## config.mk

```make
export PLATFORM = sky130hd
export DESIGN_NAME = core_hazard_ctrl_flat
export DESIGN_NICKNAME = d
export VERILOG_FILES = /design/src/rtl/core_hazard_ctrl_if.sv /design/src/rtl/core_hazard_ctrl.sv /design/src/flat_wrapper.sv
export SDC_FILE = /design/constraint.sdc
export NUM_CORES = 1
export LEC_CHECK = 0
export ABC_AREA = 1
export CAP_MARGIN = 0
export CELL_PAD_IN_SITES_DETAIL_PLACEMENT = 1
export CELL_PAD_IN_SITES_GLOBAL_PLACEMENT = 1
export CORE_ASPECT_RATIO = 0.75
export CORE_MARGIN = 5
export CORE_UTILIZATION = 35
export DETAILED_ROUTE_END_ITERATION = 10
export GPL_TIMING_DRIVEN = 0
export PLACE_DENSITY = 0.77
export SLEW_MARGIN = 10
export SYNTH_ARGS = -nofsm -noshare
export SYNTH_HDL_FRONTEND = slang
export SYNTH_SLANG_ARGS = --single-unit
```

## constraint.sdc

```tcl
create_clock -name i_clk -period 1.5 [get_ports i_clk]
set_input_delay 0.225 -clock i_clk [delete_from_list [all_inputs] [get_ports i_clk]]
set_output_delay 0.225 -clock i_clk [all_outputs]
set_load 0.02 [all_outputs]
```

## src/rtl/core_hazard_ctrl_if.sv

```systemverilog
// core_hazard_ctrl_if: decode-side hazard inputs and exec-side bypass/stall outputs
interface core_hazard_ctrl_if #(parameter int REG_ADDR_W = 5);
  logic                  i_stall_ext;
  logic                  i_flush;
  logic                  i_dec_valid;
  logic [REG_ADDR_W-1:0] i_dec_rs1;
  logic [REG_ADDR_W-1:0] i_dec_rs2;
  logic                  i_dec_rs1_used;
  logic                  i_dec_rs2_used;
  logic [REG_ADDR_W-1:0] i_dec_rd;
  logic                  i_dec_rd_we;
  logic                  i_dec_is_load;
  logic [1:0]            o_bp_rs1;
  logic [1:0]            o_bp_rs2;
  logic                  o_stall_dec;
  logic                  o_bubble_exec;
  modport master (
    output i_stall_ext, i_flush, i_dec_valid, i_dec_rs1, i_dec_rs2, i_dec_rs1_used,
           i_dec_rs2_used, i_dec_rd, i_dec_rd_we, i_dec_is_load,
    input  o_bp_rs1, o_bp_rs2, o_stall_dec, o_bubble_exec
  );
  modport slave (
    input  i_stall_ext, i_flush, i_dec_valid, i_dec_rs1, i_dec_rs2, i_dec_rs1_used,
           i_dec_rs2_used, i_dec_rd, i_dec_rd_we, i_dec_is_load,
    output o_bp_rs1, o_bp_rs2, o_stall_dec, o_bubble_exec
  );
endinterface

```

## src/rtl/core_hazard_ctrl.sv

```systemverilog
// core_hazard_ctrl: destination scoreboard (EX/MEM/WR/WB) driving registered bypass selects
// and the single-cycle load-use stall between decode and exec.
module core_hazard_ctrl #(
  parameter int REG_ADDR_W     = 5,
  parameter int LOAD_USE_STALL = 1
) (
  input logic               i_clk,
  input logic               i_reset,
  core_hazard_ctrl_if.slave hz
);
  if (LOAD_USE_STALL != 1) begin : g_chk
    $error("core_hazard_ctrl: only LOAD_USE_STALL == 1 is supported");
  end
  typedef struct packed {
    logic                  we;
    logic [REG_ADDR_W-1:0] rd;
    logic                  ld;
  } sb_t;
  sb_t        sb_q [4];
  sb_t        ex_d;
  logic [1:0] bp1_q, bp2_q, bp1_d, bp2_d;
  logic       bub_q, haz, stall, load;
  function automatic logic hit(input sb_t e, input logic [REG_ADDR_W-1:0] rs);
    return e.we && (e.rd == rs);
  endfunction
  // youngest producer wins; WB needs no bypass since the register file writes through
  function automatic logic [1:0] sel(input logic [REG_ADDR_W-1:0] rs, input logic used,
                                     input sb_t ex, input sb_t mem, input sb_t wr);
    return (!used || rs == '0) ? 2'b00 :
           hit(ex, rs)  ? 2'b01 :
           hit(mem, rs) ? 2'b10 :
           hit(wr, rs)  ? 2'b11 : 2'b00;
  endfunction
  always_comb begin
    haz   = hz.i_dec_valid && sb_q[0].we && sb_q[0].ld &&
            ((hz.i_dec_rs1_used && hz.i_dec_rs1 == sb_q[0].rd) ||
             (hz.i_dec_rs2_used && hz.i_dec_rs2 == sb_q[0].rd));
    stall = haz && !hz.i_flush && !i_reset;
    load  = hz.i_dec_valid && !stall && !hz.i_flush;
    ex_d  = load ? sb_t'{we: hz.i_dec_rd_we && hz.i_dec_rd != '0, rd: hz.i_dec_rd, ld: hz.i_dec_is_load}
                 : sb_t'('0);
    bp1_d = load ? sel(hz.i_dec_rs1, hz.i_dec_rs1_used, sb_q[0], sb_q[1], sb_q[2]) : 2'b00;
    bp2_d = load ? sel(hz.i_dec_rs2, hz.i_dec_rs2_used, sb_q[0], sb_q[1], sb_q[2]) : 2'b00;
  end
  always_ff @(posedge i_clk) begin
    if (i_reset) begin
      sb_q  <= '{default: '0};
      bp1_q <= 2'b00;
      bp2_q <= 2'b00;
      bub_q <= 1'b1;
    end else if (!hz.i_stall_ext) begin
      sb_q[0] <= ex_d;
      sb_q[1] <= sb_q[0];
      sb_q[2] <= sb_q[1];
      sb_q[3] <= sb_q[2];
      bp1_q   <= bp1_d;
      bp2_q   <= bp2_d;
      bub_q   <= !load;
    end
  end
  assign hz.o_bp_rs1      = bp1_q;
  assign hz.o_bp_rs2      = bp2_q;
  assign hz.o_stall_dec   = stall;
  assign hz.o_bubble_exec = bub_q;
endmodule

```

## src/flat_wrapper.sv

```systemverilog
// flat-port wrapper written by rule: the top's interface ports become plain ports
module core_hazard_ctrl_flat 
#(
  parameter int REG_ADDR_W     = 5,
  parameter int LOAD_USE_STALL = 1
)
  (i_clk, i_reset, hz_i_stall_ext, hz_i_flush, hz_i_dec_valid, hz_i_dec_rs1, hz_i_dec_rs2, hz_i_dec_rs1_used, hz_i_dec_rs2_used, hz_i_dec_rd, hz_i_dec_rd_we, hz_i_dec_is_load, hz_o_bp_rs1, hz_o_bp_rs2, hz_o_stall_dec, hz_o_bubble_exec);
  core_hazard_ctrl_if #(.REG_ADDR_W(REG_ADDR_W)) hz_i ();
  input logic i_clk;
  input logic i_reset;
  input wire logic [$bits(hz_i.i_stall_ext)-1:0] hz_i_stall_ext;
  input wire logic [$bits(hz_i.i_flush)-1:0] hz_i_flush;
  input wire logic [$bits(hz_i.i_dec_valid)-1:0] hz_i_dec_valid;
  input wire logic [$bits(hz_i.i_dec_rs1)-1:0] hz_i_dec_rs1;
  input wire logic [$bits(hz_i.i_dec_rs2)-1:0] hz_i_dec_rs2;
  input wire logic [$bits(hz_i.i_dec_rs1_used)-1:0] hz_i_dec_rs1_used;
  input wire logic [$bits(hz_i.i_dec_rs2_used)-1:0] hz_i_dec_rs2_used;
  input wire logic [$bits(hz_i.i_dec_rd)-1:0] hz_i_dec_rd;
  input wire logic [$bits(hz_i.i_dec_rd_we)-1:0] hz_i_dec_rd_we;
  input wire logic [$bits(hz_i.i_dec_is_load)-1:0] hz_i_dec_is_load;
  output wire logic [$bits(hz_i.o_bp_rs1)-1:0] hz_o_bp_rs1;
  output wire logic [$bits(hz_i.o_bp_rs2)-1:0] hz_o_bp_rs2;
  output wire logic [$bits(hz_i.o_stall_dec)-1:0] hz_o_stall_dec;
  output wire logic [$bits(hz_i.o_bubble_exec)-1:0] hz_o_bubble_exec;
  assign hz_i.i_stall_ext = hz_i_stall_ext;
  assign hz_i.i_flush = hz_i_flush;
  assign hz_i.i_dec_valid = hz_i_dec_valid;
  assign hz_i.i_dec_rs1 = hz_i_dec_rs1;
  assign hz_i.i_dec_rs2 = hz_i_dec_rs2;
  assign hz_i.i_dec_rs1_used = hz_i_dec_rs1_used;
  assign hz_i.i_dec_rs2_used = hz_i_dec_rs2_used;
  assign hz_i.i_dec_rd = hz_i_dec_rd;
  assign hz_i.i_dec_rd_we = hz_i_dec_rd_we;
  assign hz_i.i_dec_is_load = hz_i_dec_is_load;
  assign hz_o_bp_rs1 = hz_i.o_bp_rs1;
  assign hz_o_bp_rs2 = hz_i.o_bp_rs2;
  assign hz_o_stall_dec = hz_i.o_stall_dec;
  assign hz_o_bubble_exec = hz_i.o_bubble_exec;
  core_hazard_ctrl #(.REG_ADDR_W(REG_ADDR_W), .LOAD_USE_STALL(LOAD_USE_STALL)) u_core (.i_clk(i_clk), .i_reset(i_reset), .hz(hz_i));
endmodule
```

# [After elaboration in Yosys (flattened, before gate mapping)]
# Index checks and enable logic that the tools add are counted.
[totals] register_bits=24 in_bits=24 out_inout_bits=6 elab_cells=57
[op_classes] n_eq_ne=8 muxes=11 n_reduce_logical=28
[op_table] op="== test 5 bit" n=8
[op_table] op="two-way mux 2 bit" n=10
[op_table] op="logical AND 1 bit" n=16
[op_table] op="zero test 5 bit" n=2
[op_table] op="two-way mux 7 bit" n=1
[op_table] op="zero test 1 bit" n=6
[op_table] op="nonzero test 5 bit" n=1
[op_table] op="logical OR 1 bit" n=3

# [Depth between registers and ports, before layout]
# Gate-level depths: netlist (run 1).
[logic_depth] ltp_word=10 ltp_mapped=11 mapped_depth_nobuf=11

# [Worst setup path before layout (run 1)]
# Ideal clock, no wire load.
[synth_path] path_kind="reg-to-output" from="register u_core.sb_q[24] (netlist name)" to="output hz_o_stall_dec" arrival_time_ns=1.018 required_ns=1.275 setup_slack_ns=0.257 path_stages_with_launch=9 path_buffers=0 path_cell_list="dfxtp_1 -> inv_1 -> nand2_1 -> nand2_1 -> nor2_1 -> nand4_1 -> nand2_1 -> nand2_2 -> inv_1"
[synth_between] elab_chain_len=6 elab_cells_between_ends=8 classes_between="2 x eq/ne; 6 x reduce/logical"
[synth_lines] item="start: declaration" line_no="core_hazard_ctrl.sv:19" rtl="sb_t sb_q [4];"
[synth_lines] item="== test 5 bit, on equally long branches" line_no="core_hazard_ctrl.sv:36, core_hazard_ctrl.sv:37"
[synth_lines] item="logical AND 1 bit, on equally long branches" line_no="core_hazard_ctrl.sv:36, core_hazard_ctrl.sv:37"
[synth_lines] item="logical OR 1 bit (*)" line_no="core_hazard_ctrl.sv:36" rtl="((hz.i_dec_rs1_used && hz.i_dec_rs1 == sb_q[0].rd) ||"
[synth_lines] item="logical AND 1 bit (*)" line_no="core_hazard_ctrl.sv:35" rtl="haz = hz.i_dec_valid && sb_q[0].we && sb_q[0].ld &&"
[synth_lines] item="logical AND 1 bit (*) (2 in series)" line_no="core_hazard_ctrl.sv:38" rtl="stall = haz && !hz.i_flush && !i_reset;"
[synth_lines] item="end: declaration" line_no="flat_wrapper.sv:23" rtl="output wire logic [$bits(hz_i.o_stall_dec)-1:0] hz_o_stall_dec;"
# Mark *: on every way between the ends. The rest lies on a longest branch, timed or not.

# [Worst setup path in the final report (run 1)]
[layout_path] from="input i_reset" to="output hz_o_stall_dec"
[layout_between] elab_chain_len=2
[layout_lines] item="start: declaration" line_no="flat_wrapper.sv:10" rtl="input logic i_reset;"
[layout_lines] item="zero test 1 bit" line_no="core_hazard_ctrl.sv:38"
[layout_lines] item="logical AND 1 bit" line_no="core_hazard_ctrl.sv:38"
# Every way passes these cells.

==> results of run 1 <==
==> cell type report <==
type | instances | share of cell area [%]
flip-flops and latches | 24 | 23.1
well taps | 55 | 3.19
multi-input cells | 195 | 48.1
clock buffers | 4 | 2.56
plain buffers | 5 | 1.45
repair buffers | 36 | 15.5
inverters | 33 | 6.10
==> power groups by stage <==
stage	Sequential, uW	Combinational, uW	Clock, uW
2_1_floorplan	704	188	0
3_3_place_gp	709	327	0
3_5_place_dp	710	334	0
4_1_cts	698	343	465
5_1_grt	704	446	493
6_report	700	406	454
==> sequential cells by signal (all words and copies together) (netlist names) <==
| signal | cells |
|---|---|
| u_core.hz.o_bp_rs2 | 2 |
| u_core.sb_q | 19 |
| u_core.hz.o_bubble_exec | 1 |
| u_core.hz.o_bp_rs1 | 2 |
==> worst min path at each step <==
stage	start	endpoint	cells after the start
2_1_floorplan	i_reset	u_core.hz.o_bp_rs1[0]	1
3_3_place_gp	u_core.hz.o_bp_rs1[1]	u_core.hz.o_bp_rs1[1]	2
3_5_place_dp	u_core.hz.o_bp_rs1[1]	u_core.hz.o_bp_rs1[1]	2
4_1_cts	hz_i_stall_ext	u_core.sb_q[21]	4
5_1_grt	hz_i_stall_ext	u_core.sb_q[22]	4
6_report	hz_i_stall_ext	u_core.sb_q[23]	4
==> cell usage after synthesis, drive strengths merged <==
cell	count
mux2i	1
xnor2	2
dfxtp	24
nand3	12
inv	32
o21ai	26
nor2	33
nand4	6
xor2	2
nor4	1
nor3	2
clkinv	1
o22ai	1
o211ai	1
nand2	89
a21oi	19
buf	1
clkbuf	4
==> repair_timing <==
item                                    CTS  global route
setup buffers                             4             4
resized for setup                        31            48
hold buffers                              0             0
pin swaps                                 9            16
endpoints found under the setup margin   13            21
==> per-stage QoR <==
stage / instances / setup slack [ns]
6_report: 352 / -0.122
5_1_grt: 352 / -0.226
4_1_cts: 348 / -0.0859
3_5_place_dp: 340 / -0.926
3_3_place_gp: 340 / -0.868
2_1_floorplan: 257 / 0.257
==> worst reg2reg max path: stages (launching register included) <==
cell and delay [ns]:
dfxtp_1 0.30, inv_1 0.14, nor2_1 0.06, nor2_1 0.16, nand2_1 0.12, nor2_1 0.18
nand2_1 0.10, a21oi_2 0.16, nand3_2 0.07, a21oi_1 0.17
==> layer usage <==
metal,track usage [%],vias up,routed length (um)
li1,-,900,-
met1,25.8,867,2710
met2,31.6,39,2810
met3,3.71,4,246
met4,3.56,0,29
met5,0,-,0
==> cell families (layout without fill, tap and decap cells) <==
family                 count (synthesis)  after routing  synth area share (%)
XOR/XNOR                               4              4                  2.30
AND/OR/NAND/NOR                      143            143                  39.7
AO/OA/AOI/OAI                         47             47                  15.7
multiplexers                           1              1                 0.657
buffers and inverters                 38             78                  10.1
flip-flops                            24             24                  31.6
==> cell usage in the layout, fill, tap and decap left out, drive strengths merged, types with 2 or more instances in the layout <==
cell	n
nand2	89
nor2	33
inv	32
o21ai	26
dfxtp	24
a21oi	19
clkdlybuf4s50	17
nand3	12
buf	10
dlygate4sd2	9
clkbuf	8
nand4	6
xor2	2
xnor2	2
nor3	2
==> flow_summary_export.csv, run 1 <==
group,metric,value,unit
run_status,status,"complete, but fails checks",
run_status,failed_checks,"negative setup slack",
synthesis,syn_inst,257,
power_and_ir_drop,leakage,0.000933,uW
layout,syn2layout_area_growth,41.5,%
synthesis,ys_seq_elements,24,
setup_path,crit_arrival,1.40,ns
sta,final_max_slew_viol_count,0,
layout,nets,322,
routing,routed_via_density,5.14,
power_and_ir_drop,p_per_area,724,nW/um^2
power_and_ir_drop,seqPwrFrac,44.9,%
cts,clock_tree.root_cell,"clkbuf_8",
layout,fin_util,52.2,%
sta,fin_crit,1.62,ns
power_and_ir_drop,power,1560,uW
die,core_area,4130,um^2
cts,clkTransAtPathRegs,0.08,ns
routing,drt_iter0_drc,122,
setup_path,r2r_end,"u_core.hz.o_bp_rs2[0]",
synthesis,seq_area_frac_synth,31.6,%
sta,setup_ws,-0.122,ns
sta,hold_violations,0,
setup_path,crit_chain,"clkdlybuf4s50_1, inv_2, nand2_1, nor4_4, nand2_2, inv_2, buf_6",
setup_path,crit_cells,7,
sta,rsz0062_at_grt,"true",
setup_path,reg2reg_depth,9,
sta,setup_tns,-0.156,ns
setup_path,reg2reg_from,"u_core.sb_q[8]",
global_routing,antenna_found_initial,0,
layout,seq_area,497,um^2
sta,finalClockSkew,0.00244,ns
synthesis,synth_area_leaders,"dfxtp_1 32%, nand2_1 21%, o21ai_0 8.5%",
synthesis,yosys_warnings,0,
die,die_w,86.2,um
global_routing,grt_pass1_vias,1747,
cts,cts.htree.levels,1,
power_and_ir_drop,p_int,1060,uW
setup_path,end_kind,"primary output",
sta,timing.final.crit_share,108,%
setup_path,cp_slowest_stage_delay,0.53,ns
power_and_ir_drop,p_sw,497,uW
placed_design,gp_congestion,0.776,
power_and_ir_drop,ir_drop,0.498,mV
run,drv_cap,0,
setup_path,crit_type,"in2out",
sta,fmax,616,MHz
cts,clockBufferDepth,2,
placed_design,dp_hpwl,4.08,mm
synthesis,ys_types,23,
global_routing,grt_pass1_wl,8.43,mm
cts,clkLatencyLatePin,0.27,ns
setup_path,start_kind,"primary input",
power_and_ir_drop,pwr-share-comb,26.0,%
sta,hold_ws,0.296,ns
die,start_util,36.9,%
power_and_ir_drop,p_sw_share,31.8,%
placed_design,place_area,1870,um^2
power_and_ir_drop,pwr-share-clk,29.1,%
layout,antenna_cells,0,
setup_path,regToRegSetupSlack,-0.02,ns
global_routing,grt_start_max_net_pins,14,
routing,vias,1810,
synthesis,synth.net_count,281,
synthesis,syn_area,1520,um^2
routing,dr.pass1.iters,4,
routing,drc,0,
cts,cts_tree,"built",
synthesis,yosysTopAreaCellShare,31.6,%
layout,layout-drive-gt1-share,23.9,%
worst_hold_path,hold_class,"in2reg",
layout,n_fill_cell,575,
setup_path,required,1.27,ns
sta,final-setup-viol-count,3,
cts,clkSinkCount,24,
sta,max_slew_margin,61.7,%
routing,antenna_left,0,
die,die-area,5780,um^2
setup_path,worstSetupEndpoint,"hz_o_stall_dec",
setup_path,crit_top_cell,"inv_2",
setup_path,path_delay_family,"buffers and inverters",
setup_path,crit_fanout,5,
setup_path,crit_path_top_delay_cell,"clkdlybuf4s50_1",
die,rows,20,
setup_path,crit_buf_inv,4,
cts,cts_buffers,3,
layout,multi_input_area,1040,um^2
synthesis,syn_avg_cell_area,5.92,um^2
die,die_h,67.1,um
routing,drt-total-wl,5.79,mm
die,pin_count,30,
routing,wl_per_cell,16.5,um
global_routing,track_usage,19.0,%
placed_design,portBuffers,28,
layout,stdcell_area,2150,um^2
synthesis,synth_top_cell_by_area,"dfxtp_1",
global_routing,grt_overflow,0,
setup_path,worstSetupStartpoint,"i_reset",
sta,tightest_slew,0.573,ns
No activity file was read; power rests on OpenSTA's default activity.
==> run 2: changes to the inputs <==
--- a/config.mk
+++ b/config.mk
@@ -10,7 +10,6 @@
 export CELL_PAD_IN_SITES_DETAIL_PLACEMENT = 1
 export CELL_PAD_IN_SITES_GLOBAL_PLACEMENT = 1
 export CORE_ASPECT_RATIO = 0.75
-export CORE_MARGIN = 5
 export CORE_UTILIZATION = 35
 export DETAILED_ROUTE_END_ITERATION = 10
 export GPL_TIMING_DRIVEN = 0
==> run 2 against run 1 <==
Against the previous run: the flow still finishes with violations (negative setup slack); non-clock buffer count is 4 lower; worst hold slack got worse by 0.016 ns; setup slack gained 0.063 ns; via count decreased by 4.4%; clock-buffer cell count fell by 1; critical path depth up 2; die area fell by 20%; largest cell class unchanged.
==> flow_summary_export.csv, run 2 (synthesized netlist as in run 1, its figures left out) <==
group,metric,value,unit
placed_design,place_inst,340,
power_and_ir_drop,p_per_area,718,nW/um^2
power_and_ir_drop,ir_drop,0.486,mV
worst_hold_path,hold_class,"in2reg",
setup_path,crit_arrival,1.33,ns
layout,largest-register,"u_core.sb_q",
cts,cts.htree.levels,1,
routing,drc,0,
routing,wl_per_cell,14.5,um
layout,layout_commonest_cell,"nand2_1",
layout,layout-drive-gt1-share,15.8,%
cts,cts_buffers,3,
placed_design,dp_hpwl,4.01,mm
run_status,failed_checks,"negative setup slack",
placed_design,post-place-ws,-0.909,ns
sta,max_slew_margin,64.7,%
routing,antenna_left,0,
layout,largest_register_ffs,19,
layout,nets,318,
cts,clock_tree.root_cell,"clkbuf_8",
routing,routed_via_density,4.99,
sta,timing.final.crit_share,104,%
setup_path,start_kind,"flip-flop",
power_and_ir_drop,leakage,0.000894,uW
setup_path,reg2reg_depth,12,
sta,fin_crit,1.56,ns
cts,cts_tree,"built",
run_status,status,"complete, but fails checks",
sta,setup_ws,-0.0587,ns
sta,final_max_slew_viol_count,0,
sta,rsz0062_at_grt,"true",
global_routing,antenna_found_initial,0,
global_routing,grt_overflow,0,
layout,final_cells,347,
setup_path,crit_fanout,4,
die,core_area,4100,um^2
global_routing,grt_pass1_wl,8.20,mm
cts,clkSinkCount,24,
sta,tightest_slew,0.529,ns
routing,dr.pass1.iters,4,
sta,hold_violations,0,
die,rows,20,
setup_path,crit_type,"reg2out",
die,die_w,78.2,um
layout,final_cell_mix,"79 x nand2_1, 27 x nor2_1, 26 x o21ai_0",
cts,clockBufferDepth,2,
sta,fmax,642,MHz
global_routing,track_usage,23.0,%
die,pin_count,30,
die,start_util,37.1,%
sta,finalClockSkew,0.00369,ns
setup_path,required,1.27,ns
die,die-area,4620,um^2
worst_hold_path,holdPathStages,2,
global_routing,grt_pass1_vias,1792,
global_routing,grt_start_max_net_pins,13,
routing,drt_iter0_drc,59,
routing,drt-total-wl,5.02,mm
cts,clkLatencyLatePin,0.26,ns
setup_path,end_kind,"primary output",
run,drv_cap,0,
placed_design,gp_congestion,0.789,
cts,holdBufCountCts,0,
layout,syn2layout_area_growth,31.1,%
cts,clkTransAtPathRegs,0.08,ns
placed_design,portBuffers,28,
die,die_h,59.1,um
sta,final-setup-viol-count,1,
layout,antenna_cells,0,
routing,vias,1731,
## run 2: cell types whose count changed in the layout (fill, tap and decap cells not counted), sizes merged
cell / previous run / this run
dlymetal6s2s: 0 / 1
clkdlybuf4s50: 17 / 16
buf: 10 / 6
clkbuf: 8 / 7
## run 2: metal layers
layer | global-route usage, % | part of all wire (%) | up-vias
li1 | - | - | 889
met3 | 3.85 | 4.1 | 6
met5 | 0 | 0 | -
met4 | 3.97 | 0.98 | 0
met1 | 31.7 | 52 | 811
met2 | 38.6 | 43 | 25
## run 2: final cells by class
cell class	instances	area [um^2]
flip-flops and latches	24	493
fillers	592	2110
clock buffers	3	41.3
plain buffers	5	30.0
repair buffers	32	303
well taps	55	68.8
inverters	33	126
multi-input cells	195	935
## run 2: power by group
group / switching (uW) / leakage [uW] / internal, uW
Combinational: 215 / 0.000672 / 141
Clock: 202 / 0.0000216 / 180
Sequential: 29.9 / 0.000200 / 668
Total: 446 / 0.000894 / 988
## run 2: path summary, 6_finish.rpt
| path | from | to | slack, ns |
|---|---|---|---|
| setup reg to reg | u_core.sb_q[25] | u_core.sb_q[23] | 0.01 |
| hold reg to reg | u_core.hz.o_bp_rs1[0] | u_core.hz.o_bp_rs1[0] | 0.47 |
| hold / removal | i_reset | u_core.hz.o_bp_rs1[0] | 0.28 |
| setup / recovery | u_core.sb_q[25] | hz_o_stall_dec | -0.06 |
## run 2: repair_timing
action | CTS | global route
pin swaps | 4 | 9
gates resized for setup | 27 | 22
buffers inserted | 2 | 2
endpoints found under the hold margin | 0 | 0
endpoints found under the setup margin | 13 | 21
## run 2: stage by stage
stage          utilization, %  power (uW)  hold slack, ns  TNS [ns]  cell area (um^2)
4_1_cts                  47.0        1420           0.298    -0.212              1930
3_5_place_dp             45.6        1040           0.464     -7.30              1870
6_report                 48.7        1430           0.280   -0.0587              2000
3_3_place_gp             45.6        1040           0.458     -6.42              1870
2_1_floorplan               -         893           0.294         0              1520
5_1_grt                  48.7        1520           0.284    -0.647              2000
## run 2: critical path: stages, from the launching register on
cell     delay, ns
dfxtp_2       0.37
inv_2         0.05
nand2_1       0.07
nand2_2       0.07
nor2_4        0.12
nand4_1       0.09
nand2_1       0.09
nand2_2       0.06
inv_2         0.06
buf_6         0.10
